### src/rtl/stream_mux4.sv
// stream_mux4: packet-atomic 4:1 valid/ready stream merge, round-robin.
// Ports: clk, rst_n, in_valid/in_data/in_last/in_ready (per channel),
//        out_valid/out_data/out_last/out_sel/out_ready (merged stream).
module stream_mux4 #(
   parameter int DATA_W = 8
) (
   input  logic                clk,
   input  logic                rst_n,
   input  logic [3:0]          in_valid,
   input  logic [4*DATA_W-1:0] in_data,
   input  logic [3:0]          in_last,
   output logic [3:0]          in_ready,
   output logic                out_valid,
   output logic [DATA_W-1:0]   out_data,
   output logic                out_last,
   output logic [1:0]          out_sel,
   input  logic                out_ready
);

   localparam logic [0:0] IDLE   = 1'b0;
   localparam logic [0:0] LOCKED = 1'b1;

   logic [0:0] state;
   logic [1:0] ptr;
   logic [1:0] lck;

   logic       load_en;
   logic [1:0] gnt;
   logic       gnt_ok;
   logic       xfer;
   logic [1:0] idx;

   assign load_en = !out_valid || out_ready;

   // Rotating priority search starting at ptr; a locked packet
   // owns the output until its last beat.
   always_comb begin
      gnt    = 2'd0;
      gnt_ok = 1'b0;
      idx    = 2'd0;
      if (state == LOCKED) begin
         gnt    = lck;
         gnt_ok = 1'b1;
      end else begin
         for (int k = 3; k >= 0; k--) begin
            idx = ptr + 2'(k);
            if (in_valid[idx]) begin
               gnt    = idx;
               gnt_ok = 1'b1;
            end
         end
      end
   end

   // Reset gating keeps in_ready low while rst_n is held.
   always_comb begin
      in_ready = 4'b0000;
      if (rst_n && gnt_ok && load_en)
         in_ready[gnt] = 1'b1;
   end

   assign xfer = |(in_valid & in_ready);

   always_ff @(posedge clk or negedge rst_n) begin
      if (!rst_n) begin
         state     <= IDLE;
         ptr       <= 2'd0;
         lck       <= 2'd0;
         out_valid <= 1'b0;
         out_data  <= '0;
         out_last  <= 1'b0;
         out_sel   <= 2'd0;
      end else begin
         if (xfer) begin
            out_valid <= 1'b1;
            out_data  <= in_data[gnt*DATA_W +: DATA_W];
            out_last  <= in_last[gnt];
            out_sel   <= gnt;
            if (in_last[gnt]) begin
               ptr   <= gnt + 2'd1;
               state <= IDLE;
            end else begin
               lck   <= gnt;
               state <= LOCKED;
            end
         end else if (out_ready) begin
            out_valid <= 1'b0;
         end
      end
   end

endmodule

### config.mk
export PLATFORM = sky130hd
export DESIGN_NAME = stream_mux4
export DESIGN_NICKNAME = d
export VERILOG_FILES = /design/src/rtl/stream_mux4.sv
export SDC_FILE = /design/constraint.sdc
export NUM_CORES = 1
export LEC_CHECK = 0
export ABC_CLOCK_PERIOD_IN_PS = 2200
export CAP_MARGIN = 15
export CORE_ASPECT_RATIO = 0.5
export CORE_MARGIN = 4
export CORE_UTILIZATION = 38
export DETAILED_ROUTE_END_ITERATION = 8
export PLACE_DENSITY = 0.77
export SYNTH_ARGS = -nofsm -noshare
export SYNTH_HDL_FRONTEND = slang
export SYNTH_SLANG_ARGS = --single-unit
export TNS_END_PERCENT = 20
### constraint.sdc
create_clock -name clk -period 2.2 [get_ports clk]
set_input_delay 0.44 -clock clk [delete_from_list [all_inputs] [get_ports clk]]
set_output_delay 0.44 -clock clk [all_outputs]
set_load 0.02 [all_outputs]
==> results.md, run 1 <==
* Post-Synth Simple-Gate Area at 17.0%
* Vias in the first global route at 1440
* Pwr dens at 1390 nW/um2
* Post-Syn Instances at 127
* Endpoint, Worst Hold: out_sel[0]
* Status: finished with violations
* CP Capture Type: flop
* Seq cells post-synth at 17
* Die H at 49.8 um
* P_int at 1.87 mW
* Latest clock arrival within the worst-skew pair at 0.26 ns
* Mapped Area at 1330 um2
* Skew final at 0.00228 ns
* Adder-cell share of the synthesized area at 0%
* Slew HR at around four fifths
* Count leader, synth: dfrtp_1
* Inserted Clock Buffers at 3
* Synth warn at 0
* Compound-Gate Fraction of Synth Area at 17.9%
* Final core occ at 71.9%
* Cell count of the worst hold path at 1
* Failing checks: negative setup slack
* Ports at 59
* Total number of vias at 1286
* Multi-input logic area at between 900 and 1000 um2
* Synth Flop Type: dfrtp_1
* Clock tree buffer depth at 2
* Flop-to-flop setup slack at -0.13 ns
* Starting Density at 41.9%
* # nets final at 259
* Antenna violations before repair at 0
* Average size of a mapped cell at 10.5 um2
* HPWL Detailed at 3290 um
* Area Overhead vs Synth at 71.5%
* Worst vdd ir at 533 uV
* Lkg Pwr at 1.02 nW
* GP Congestion at about 0.95
* Combinational share of power at 73.5%
* Mapped Nets at 170
* Mux contribution to synthesized area at between 20% and 30%
* First-pass GRT wire length at 7010 um
* Cell count after placement at 253
* Least-Margin Pin Slew at ~0.31 ns
* Largest net degree at the start of global routing at 19
* # DRC at 0
* Post-synth ARST share at 100%
* Core area at roughly 3200 um2
* H-tree Lvls at 1
* FF-to-FF path depth at 9
* Clock Sinks at 17
* Final-report setup violation count at 16
* Die span in x at 91.6 um
* Routed Antenna Nets at 0
* Final wirelength at 4210 um
* Switching share of power at 40.8%
* Post-synth EDFFs at 0
* Worst hold slack at between 0.4 and 0.5 ns
* Yosys cell types at 33
* Via density at 4.89
* Overflow after GRT at 0
* Largest family of logic cells by synthesized area: multiplexers
* Final instance area at 2280 um2
* Row count at 14
* R2r startpoint: ptr[1]
* Slew Limit Fails at 0
* Port bufs at 58
* Tot Pwr at 3.16 mW
* MaxCap Viol Count at 0
* Clock power share at 7.7%
* Cell taking the most area after synthesis: dfrtp_1
* Critical Path RT at 2.35 ns
* Min-delay src: out_sel[0]
* Crit start category: flop
* Post-Layout Cell Count at 263
* HP Class: flop to flop
* Crit Path Max Fanout at 9
* Area after DPL at 2140 um2
* CP arrival at 2.48 ns
* Layout cells sized above 1 at 38.6%
* CTS Hold Bufs at 0
* Diode count at 0
* Top cell type's share of synthesized area at 32.0%
* CTS tree: yes
* Post-synth top cells: dfrtp_1 (17), nand2_1 (15), o21ai_0 (15)
* Fin crit period at 2.33 ns
* Setup WS pre-CTS at -0.728 ns
* Post-route setup slack at -0.130 ns
* Clock root buffer: clkbuf_8
* WL/cell at 16.0 um
* GRT Util Overall at about a fifth
* Final Hold Viols at 0
* FF/Latch Area at 428 um2
* Max Fclk at around 430 MHz
* Seq pwr share at 18.7%
* Critical R2R Capture: out_data[2]
* Worst-path clk slew at ~0.070 ns
* Die footprint at 4560 um2
* TritonRoute pass-1 iters at 3
* WS Path Type: flop to flop
* Tcrit/Tclk final at 106%
* Post-Synth XOR/XNOR Area at 0%
* Sequential fraction of the synthesis area at 32.0%
* Filler cell count at 231
* RSZ-0062 raised after global routing: true
* Starting DRT DRC Count at 11
* Total Neg Setup Slack at -1.56 ns
* Sw power at roughly 1.3 mW
* Synth area leaders: dfrtp_1 (32%), mux2_4 (11%), mux2i_1 (9.0%)
## cell type report
| type | instances | area share (%) |
|---|---|---|
| inverters | 5 | 0.824 |
| clock buffers | 4 | 1.98 |
| flip-flops and latches | 17 | 18.8 |
| repair buffers | 89 | 35.9 |
| multi-input cells | 100 | 39.9 |
| well taps | 48 | 2.64 |
## power groups by stage
stage	sequential, mW	clock, mW	combinational [mW]
floorplan	0.703	0	1.25
global placement	0.576	0	2.06
detailed placement	0.588	0	2.12
CTS	0.586	0.251	2.28
global route	0.618	0.258	2.49
finish	0.593	0.245	2.33
## flip-flops by register name, summed over array words and instances (netlist names)
name / flops
lck: 2
out_data: 8
out_last: 1
out_sel: 2
out_valid: 1
ptr: 2
state: 1
## layout by cell type (no fill, tap or decap), types with 2 or more instances in the layout
master,netlist,routed
mux2_2,8,8
nand2b_4,0,2
mux2i_1,12,11
buf_4,1,28
o21ai_0,15,13
a21o_1,2,2
clkbuf_8,0,3
nand2b_1,5,3
nor2_1,4,3
o21ai_1,0,2
mux2_4,10,10
nand2_1,15,13
buf_6,2,6
nand3b_1,2,2
dfrtp_1,17,15
dlygate4sd2_1,0,2
nand3_1,3,3
inv_1,5,5
a22oi_2,2,2
dfrtp_2,0,2
a21oi_2,0,3
clkdlybuf4s50_1,0,50
## layer usage
layer  GRT usage [%]  wire, um  up-vias
met5               0         0        -
met4            7.75        95        0
met3            3.80       150        9
met2            37.1      2260       22
met1            22.1      1710      619
li1                -         -      636
## critical path, cell delays in order, from the launching register on
cell and delay (ns):
dfrtp_1 0.39, nand2b_4 0.14, a21o_1 0.18, a221oi_4 0.27, buf_6 0.16, buf_6 0.11, mux2_4 0.32, mux2i_4 0.23
nor2_8 0.10, mux2_4 0.31
## cells by family after synthesis
group | after synthesis
and+or+nand+nor | 38
muxes | 31
AOI/OAI and AO/OA | 31
DFF | 17
buffers and inverters | 10
## how the worst max path moves through the flow
| stage | endpoint | startpoint | slack, ns |
|---|---|---|---|
| finish | out_data[2] | ptr[1] | -0.13 |
| global route | out_sel[1] | ptr[1] | -0.21 |
| CTS | out_data[5] | ptr[1] | -0.11 |
| detailed placement | out_data[5] | in_valid[3] | -0.73 |
| global placement | out_data[0] | in_valid[3] | -0.68 |
| floorplan | out_data[0] | ptr[1] | -0.13 |
## repair_timing
action                                 in CTS  in global routing
setup endpoints to repair                  21                 21
pin swaps                                  10                  4
resized for setup                          36                  9
endpoints found under the hold margin       0                  0
setup buffers                               6                  0
(Power assumes the default switching activity.)
==> inputs of run 2 (changes only) <==
--- a/config.mk
+++ b/config.mk
@@ -11,7 +11,9 @@
 export CORE_MARGIN = 4
 export CORE_UTILIZATION = 38
 export DETAILED_ROUTE_END_ITERATION = 8
+export GPL_TIMING_DRIVEN = 0
 export PLACE_DENSITY = 0.77
+export REMOVE_ABC_BUFFERS = 1
 export SYNTH_ARGS = -nofsm -noshare
 export SYNTH_HDL_FRONTEND = slang
 export SYNTH_SLANG_ARGS = --single-unit
==> run 2 against run 1 <==
Against the previous run: via count grew 5.3%; register-to-register slack worse by 0.11 ns; clock power barely moved; worst setup slack lost 0.11 ns; die area is the same; clock skew hardly changed; the flow still finishes with violations (negative setup slack); count of clock-buffer cells in the layout decreased by 1.
==> results.md, run 2 (synthesis results as in run 1) <==
* Status: finished with violations (unchanged)
* Failing checks: negative setup slack (unchanged)
* Final-report setup violation count at 18 (was 16)
* Max reg flops at 8 (unchanged)
* Slew HR at 70.8% (was 78.9%)
* Critical Path RT at 2.34 ns (was 2.35 ns)
* Worst vdd ir at 528 uV (was 533 uV)
* Largest net degree at the start of global routing at 20 (was 19)
* Busiest layer in global routing: met2 (unchanged)
* Combinational share of power at 75.0% (was 73.5%)
* Slew Limit Fails at 0 (unchanged)
* Pwr dens at 1480 nW/um2 (was 1390 nW/um2)
* R2r startpoint: ptr[1] (unchanged)
* Post-route setup slack at -0.235 ns (was -0.130 ns)
* Total number of vias at 1354 (was 1286)
* Top reg by flops: out_data (unchanged)
* Clock tree buffer depth at 2 (unchanged)
* Seq pwr share at 17.8% (was 18.7%)
* Latest clock arrival within the worst-skew pair at 0.26 ns (about the same)
* M1 GR Usage at 20.6% (was 22.1%)
* WS Path Type: flop to flop (unchanged)
* CP Capture Type: flop (unchanged)
* Least-Margin Pin Slew at 0.437 ns (was 0.315 ns)
* Routed Antenna Nets at 0 (unchanged)
* Crit path cell chain: nand2b_4, a21o_4, a221oi_4, buf_6, mux2_4, mux2i_4, buf_12, nor2_8, mux2_4 (was nand2b_4, a21o_1, a221oi_4, buf_6, buf_6, mux2_4, mux2i_4, nor2_8, mux2_4)
* Crit start category: flop (unchanged)
* Area after DPL at 1960 um2 (was 2140 um2)
* Skew final at 0.00220 ns (was 0.00228 ns)
* GRT Util Overall at 17.1% (was 19.7%)
* CP arrival at 2.58 ns (was 2.48 ns)
* HP Class: input port to asynchronous set/reset pin (was flop to flop)
* GP Congestion at 0.843 (was 0.952)
* WP depth at 9 (unchanged)
* CTS Hold Bufs at 0 (unchanged)
* GR Util met2 at 31.1% (was 37.1%)
* Flop-to-flop setup slack at -0.23 ns (was -0.13 ns)
* Commonest non-fill, non-tap cell in the layout: clkdlybuf4s50_1 (unchanged)
* Row count at 14 (unchanged)
* CP Buf/Inv Count at 2 (unchanged)
* Clock Sinks at 17 (unchanged)
* Final instance area at 2340 um2 (was 2280 um2)
* Die footprint at 4560 um2 (unchanged)
* Starting Density at 41.9% (unchanged)
* TritonRoute pass-1 iters at 4 (was 3)
* Worst-path clk slew at 0.07 ns (about the same)
* Lkg Pwr at 1.00 nW (was 1.02 nW)
* Clock root buffer: clkbuf_8 (unchanged)
* Port bufs at 58 (unchanged)
* Diode count at 0 (unchanged)
* Tcrit/Tclk final at 111% (was 106%)
* Switching share of power at 40.8% (about the same)
* Sw power at 1.41 mW (was 1.29 mW)
* # nets final at 254 (was 259)
* Tot Pwr at 3.46 mW (was 3.16 mW)
* CTS tree: yes (unchanged)
* Overflow after GRT at 0 (unchanged)
* Commonest non-fill, non-tap cells in the layout: clkdlybuf4s50_1 (49), buf_4 (20), dfrtp_1 (16), nand2_1 (13) (was clkdlybuf4s50_1 (50), buf_4 (28), dfrtp_1 (15), o21ai_0 (13), nand2_1 (13))
* Slowest stage delay, CP at 0.44 ns (was 0.39 ns)
* H-tree Lvls at 1 (unchanged)
* Core area at 3170 um2 (unchanged)
* Max Fclk at 411 MHz (was 429 MHz)
* Critical R2R Capture: out_data[1] (was out_data[2])
* Starting DRT DRC Count at 49 (was 11)
* Die H at 49.8 um (unchanged)
* HPWL Detailed at 2690 um (was 3290 um)
* RSZ-0062 raised after global routing: true (unchanged)
* Crit Path Max Fanout at 6 (was 9)
* FF/Latch Area at 427 um2 (was 428 um2)
* P_int at 2.05 mW (was 1.87 mW)
* Cell family with most CP delay: multiplexers (unchanged)
* Die span in x at 91.6 um (unchanged)
* Worst path slowest cell: dfrtp_1 (unchanged)
* Area Overhead vs Synth at 76.1% (was 71.5%)
* Total Neg Setup Slack at -2.81 ns (was -1.56 ns)
* Fin crit period at 2.43 ns (was 2.33 ns)
* Vias in the first global route at 1298 (was 1440)
* FF-to-FF path depth at 9 (unchanged)
* Global routing usage on met3 at 3.50% (was 3.80%)
* MaxCap Viol Count at 0 (unchanged)
* Final wirelength at 4370 um (was 4210 um)
* Ports at 59 (unchanged)
* Via density at 5.25 (was 4.89)
* Clock power share at 7.1% (was 7.7%)
* Filler cell count at 217 (was 231)
* Final Hold Viols at 0 (unchanged)
* Final core occ at 73.8% (was 71.9%)
* Layout cells sized above 1 at 38.6% (about the same)
* First-pass GRT wire length at 6190 um (was 7010 um)
* # DRC at 0 (unchanged)
* Multi-input logic area at 977 um2 (was 910 um2)
* Inserted Clock Buffers at 3 (unchanged)
* Crit path top cell by count: mux2_4
* WL/cell at 16.9 um (was 16.0 um)
* Antenna violations before repair at 0 (unchanged)
run 2: changes by cell type in the layout (fill, tap and decap cells not counted), sizes merged:
cell	before	now
buf	35	30
a221oi	1	2
clkbuf	5	4
clkdlybuf4s50	50	49
clkinvlp	0	1
dlygate4sd2	2	1
nor2	5	6
run 2: power by group through the flow:
stage               sequential, mW  clock, mW  combinational (mW)
finish                       0.617      0.248                2.60
CTS                          0.605      0.249                2.33
floorplan                    0.703          0                1.10
global route                 0.633      0.260                2.73
detailed placement           0.593          0                1.87
global placement             0.583          0                1.74
run 2: worst max path at each step:
stage | startpoint | endpoint | slack, ns
after global placement | in_valid[3] | in_ready[2] | -1.70
after detailed placement | in_valid[3] | in_ready[2] | -1.75
after CTS | ptr[1] | out_data[1] | -0.19
after global routing | ptr[1] | out_data[3] | -0.28
final | ptr[1] | out_data[1] | -0.23
after floorplan | ptr[1] | out_data[0] | -0.59
run 2: repair_timing:
item	in CTS	in global routing
gates resized for setup	39	26
endpoints found under the setup margin	21	20
pin swaps	6	9
setup buffers	12	11
cloned	2	0
run 2: area by class of cell:
| class | count | area share, % |
|---|---|---|
| clock inverters | 1 | 0.321 |
| well taps | 48 | 2.57 |
| repair buffers | 82 | 34.5 |
| flip-flops and latches | 17 | 18.2 |
| clock buffers | 3 | 1.76 |
| inverters | 5 | 0.802 |
| multi-input cells | 102 | 41.8 |
run 2: metal layers:
| metal | vias to the layer above | part of all wire (%) |
|---|---|---|
| met5 | - | 0 |
| met4 | 0 | 1.3 |
| met3 | 8 | 5.1 |
| met2 | 45 | 51 |
| met1 | 668 | 43 |
| li1 | 633 | - |
run 2: metrics by stage:
| step | instances | setup slack (ns) | hold slack, ns |
|---|---|---|---|
| 3_3_place_gp | 228 | -1.70 | 0.465 |
| 4_1_cts | 247 | -0.187 | 0.129 |
| 3_5_place_dp | 229 | -1.75 | 0.482 |
| 2_1_floorplan | 122 | -0.591 | 0.144 |
| 5_1_grt | 258 | -0.279 | 0.150 |
| 6_report | 258 | -0.235 | 0.114 |
==> inputs of run 3 (changes only) <==
--- a/config.mk
+++ b/config.mk
@@ -6,10 +6,10 @@
 export NUM_CORES = 1
 export LEC_CHECK = 0
 export ABC_CLOCK_PERIOD_IN_PS = 2200
-export CAP_MARGIN = 15
 export CORE_ASPECT_RATIO = 0.5
 export CORE_MARGIN = 4
 export CORE_UTILIZATION = 38
+export CTS_CLUSTER_DIAMETER = 120
 export DETAILED_ROUTE_END_ITERATION = 8
 export GPL_TIMING_DRIVEN = 0
 export PLACE_DENSITY = 0.77
==> run 3 against run 2 <==
Against the previous run: the run still ends with negative setup slack left; count of clock-buffer cells in the layout stayed put; routed wire length is 7.4% higher; highest routed layer unchanged; largest cell class unchanged; sequential share of layout area is 0.17 points lower; worst hold slack better by 0.0040 ns; sequential power is 4.5% higher; critical path type unchanged; register-to-register slack better by 0.04 ns; total power is 1.3% higher; clock power is 3% higher.
==> results.md, run 3 (synthesis results as in run 1) <==
* # nets final at 257 (was 254)
* Worst Setup SP: ptr[1] (unchanged)
* Tcrit/Tclk final at 109% (was 111%)
* Clock power share at 7.3% (was 7.1%)
* Failing checks: negative setup slack (unchanged)
* Starting Density at 41.9% (unchanged)
* Area Overhead vs Synth at 78.2% (was 76.1%)
* Total Neg Setup Slack at -2.17 ns (was -2.81 ns)
* Cell family with most CP delay: multiplexers (unchanged)
* Port bufs at 58 (unchanged)
* HPWL Detailed at 2580 um (was 2690 um)
* Die footprint at 4560 um2 (unchanged)
* Highest routed metal layer: met4 (unchanged)
* P_int at 2.01 mW (was 2.05 mW)
* Combinational share of power at 74.3% (was 75.0%)
* Least-Margin Pin Slew at 0.566 ns (was 0.437 ns)
* Top reg by flops: out_data (unchanged)
* Slew HR at 62.3% (was 70.8%)
* Seq pwr share at 18.4% (was 17.8%)
* DR WL met2 at 2340 um (was 2230 um)
* Slowest stage delay, CP at 0.44 ns (about the same)
* Largest net degree at the start of global routing at 20 (unchanged)
* TritonRoute pass-1 iters at 4 (unchanged)
* R2r startpoint: ptr[1] (unchanged)
* FF-to-FF path depth at 9 (unchanged)
* H-tree Lvls at 1 (unchanged)
* Fin crit period at 2.39 ns (was 2.43 ns)
* Worst vdd ir at 527 uV (was 528 uV)
* Crit path cell chain: nand2b_4, a21o_4, a221oi_4, buf_6, mux2_4, mux2i_4, buf_12, nor2_4, mux2_4 (was nand2b_4, a21o_4, a221oi_4, buf_6, mux2_4, mux2i_4, buf_12, nor2_8, mux2_4)
* Total number of vias at 1365 (was 1354)
* Crit path top cell by count: mux2_4 (unchanged)
* First-pass GRT wire length at 7020 um (was 6190 um)
* Max Fclk at 418 MHz (was 411 MHz)
* Vias in the first global route at 1450 (was 1298)
* MaxCap Viol Count at 0 (unchanged)
* M1 WL at 1950 um (was 1860 um)
* Die span in x at 91.6 um (unchanged)
* Inserted Clock Buffers at 3 (unchanged)
* Worst path slowest cell: dfrtp_1 (unchanged)
* Routed Antenna Nets at 0 (unchanged)
* RSZ-0062 raised after global routing: true (unchanged)
* Worst hold slack at 0.118 ns (was 0.114 ns)
* WP depth at 9 (unchanged)
* Crit start category: flop (unchanged)
* Overflow after GRT at 0 (unchanged)
* Status: finished with violations (unchanged)
* HP Class: input port to asynchronous set/reset pin (unchanged)
* Crit Path Max Fanout at 5 (was 6)
* CTS tree: yes (unchanged)
* Commonest non-fill, non-tap cell in the layout: clkdlybuf4s50_1 (unchanged)
* Starting DRT DRC Count at 59 (was 49)
* Die H at 49.8 um (unchanged)
* Slew Limit Fails at 0 (unchanged)
* Via density at 5.23 (was 5.25)
* Antenna violations before repair at 0 (unchanged)
* Clock Sinks at 17 (unchanged)
* GRT Util Overall at 19.3% (was 17.1%)
* Max reg flops at 8 (unchanged)
* Skew final at 0.00144 ns (was 0.00220 ns)
* Sw power at 1.50 mW (was 1.41 mW)
* Diode count at 0 (unchanged)
* Ports at 59 (unchanged)
* Switching share of power at 42.6% (was 40.8%)
* Final Hold Viols at 0 (unchanged)
* CP arrival at 2.54 ns (was 2.58 ns)
* WS Path Type: flop to flop (unchanged)
* Worst-path clk slew at 0.08 ns (was 0.07 ns)
* Final-report setup violation count at 16 (was 18)
* Critical Path RT at 2.35 ns (was 2.34 ns)
* Flop-to-flop setup slack at -0.19 ns (was -0.23 ns)
* Commonest non-fill, non-tap cells in the layout: clkdlybuf4s50_1 (49), buf_4 (26), dfrtp_1 (15), nand2_1 (13), mux2i_1 (11) (was clkdlybuf4s50_1 (49), buf_4 (20), dfrtp_1 (16), nand2_1 (13))
* Row count at 14 (unchanged)
* # DRC at 0 (unchanged)
* Filler cell count at 214 (was 217)
* Core area at 3170 um2 (unchanged)
* WL/cell at 18.0 um (was 16.9 um)
* Clock tree buffer depth at 2 (unchanged)
* CP Buf/Inv Count at 2 (unchanged)
* WL met3 at 318 um (was 221 um)
* Cell count after placement at 228 (was 229)
* GP Congestion at 0.843 (unchanged)
* Post-Layout Cell Count at 261 (was 258)
* Clock root buffer: clkbuf_8 (unchanged)
* Setup WS pre-CTS at -1.74 ns (was -1.75 ns)
* Layout cells sized above 1 at 40.4% (was 38.6%)
* Final wirelength at 4690 um (was 4370 um)
* Post-route setup slack at -0.192 ns (was -0.235 ns)
* Pwr dens at 1480 nW/um2 (about the same)
* Latest clock arrival within the worst-skew pair at 0.26 ns (about the same)
* CP Capture Type: flop (unchanged)
* Lkg Pwr at 1.01 nW (was 1.00 nW)
-- run 3: per-stage QoR --
| stage | total power, mW | cell area (um2) | utilization (%) |
|---|---|---|---|
| finish | 3.51 | 2370 | 74.7 |
| global route | 3.67 | 2370 | 74.7 |
| CTS | 3.21 | 2250 | 70.9 |
| detailed placement | 2.37 | 1930 | 60.9 |
| global placement | 2.33 | 1930 | 60.9 |
| floorplan | 1.81 | 1290 | - |
-- run 3: repair_timing --
action / in CTS / in global routing
pin swaps: 13 / 8
setup buffers: 18 / 8
setup endpoints to repair: 21 / 21
gates cloned: 3 / 0
gates resized for setup: 56 / 16
hold buffers: 0 / 0
-- run 3: power by group through the flow --
stage	clock network [mW]	logic, mW	registers (mW)
after floorplan	0	1.10	0.703
after global placement	0	1.74	0.583
after detailed placement	0	1.78	0.594
after CTS	0.249	2.34	0.623
after global routing	0.260	2.75	0.661
final	0.255	2.61	0.645
-- run 3: layout make-up --
cell class / count / area, um2 / area share [%]
Inverter: 5 / 18.8 / 0.792
Tap cell: 48 / 60.1 / 2.54
Timing Repair Buffer: 84 / 781 / 33.0
Sequential cell: 17 / 428 / 18.1
Clock buffer: 3 / 41.3 / 1.74
Clock inverter: 1 / 7.51 / 0.317
Multi-Input combinational cell: 103 / 1030 / 43.6
-- run 3: worst register-to-register path: cells and delay by family (launching register included) --
kind,cells,cell delay (ns)
AOI/OAI and AO/OA,2,0.50
buffers and inverters,2,0.32
DFF,1,0.44
muxes,3,0.80
and+or+nand+nor,2,0.22
-- run 3: worst paths after layout --
| path | endpoint |
|---|---|
| setup / recovery | out_data[5] |
| hold / removal | out_data[2] |
| setup reg to reg | out_data[5] |
| hold reg to reg | out_sel[0] |
| max in group asynchronous | ptr[0] |
| min in group clk | out_sel[0] |
-- run 3: metal layers --
metal | GRT usage (%) | vias up
li1 | - | 639
met5 | 0 | -
met1 | 23.2 | 663
met4 | 6.00 | 0
met2 | 34.1 | 53
met3 | 5.02 | 10
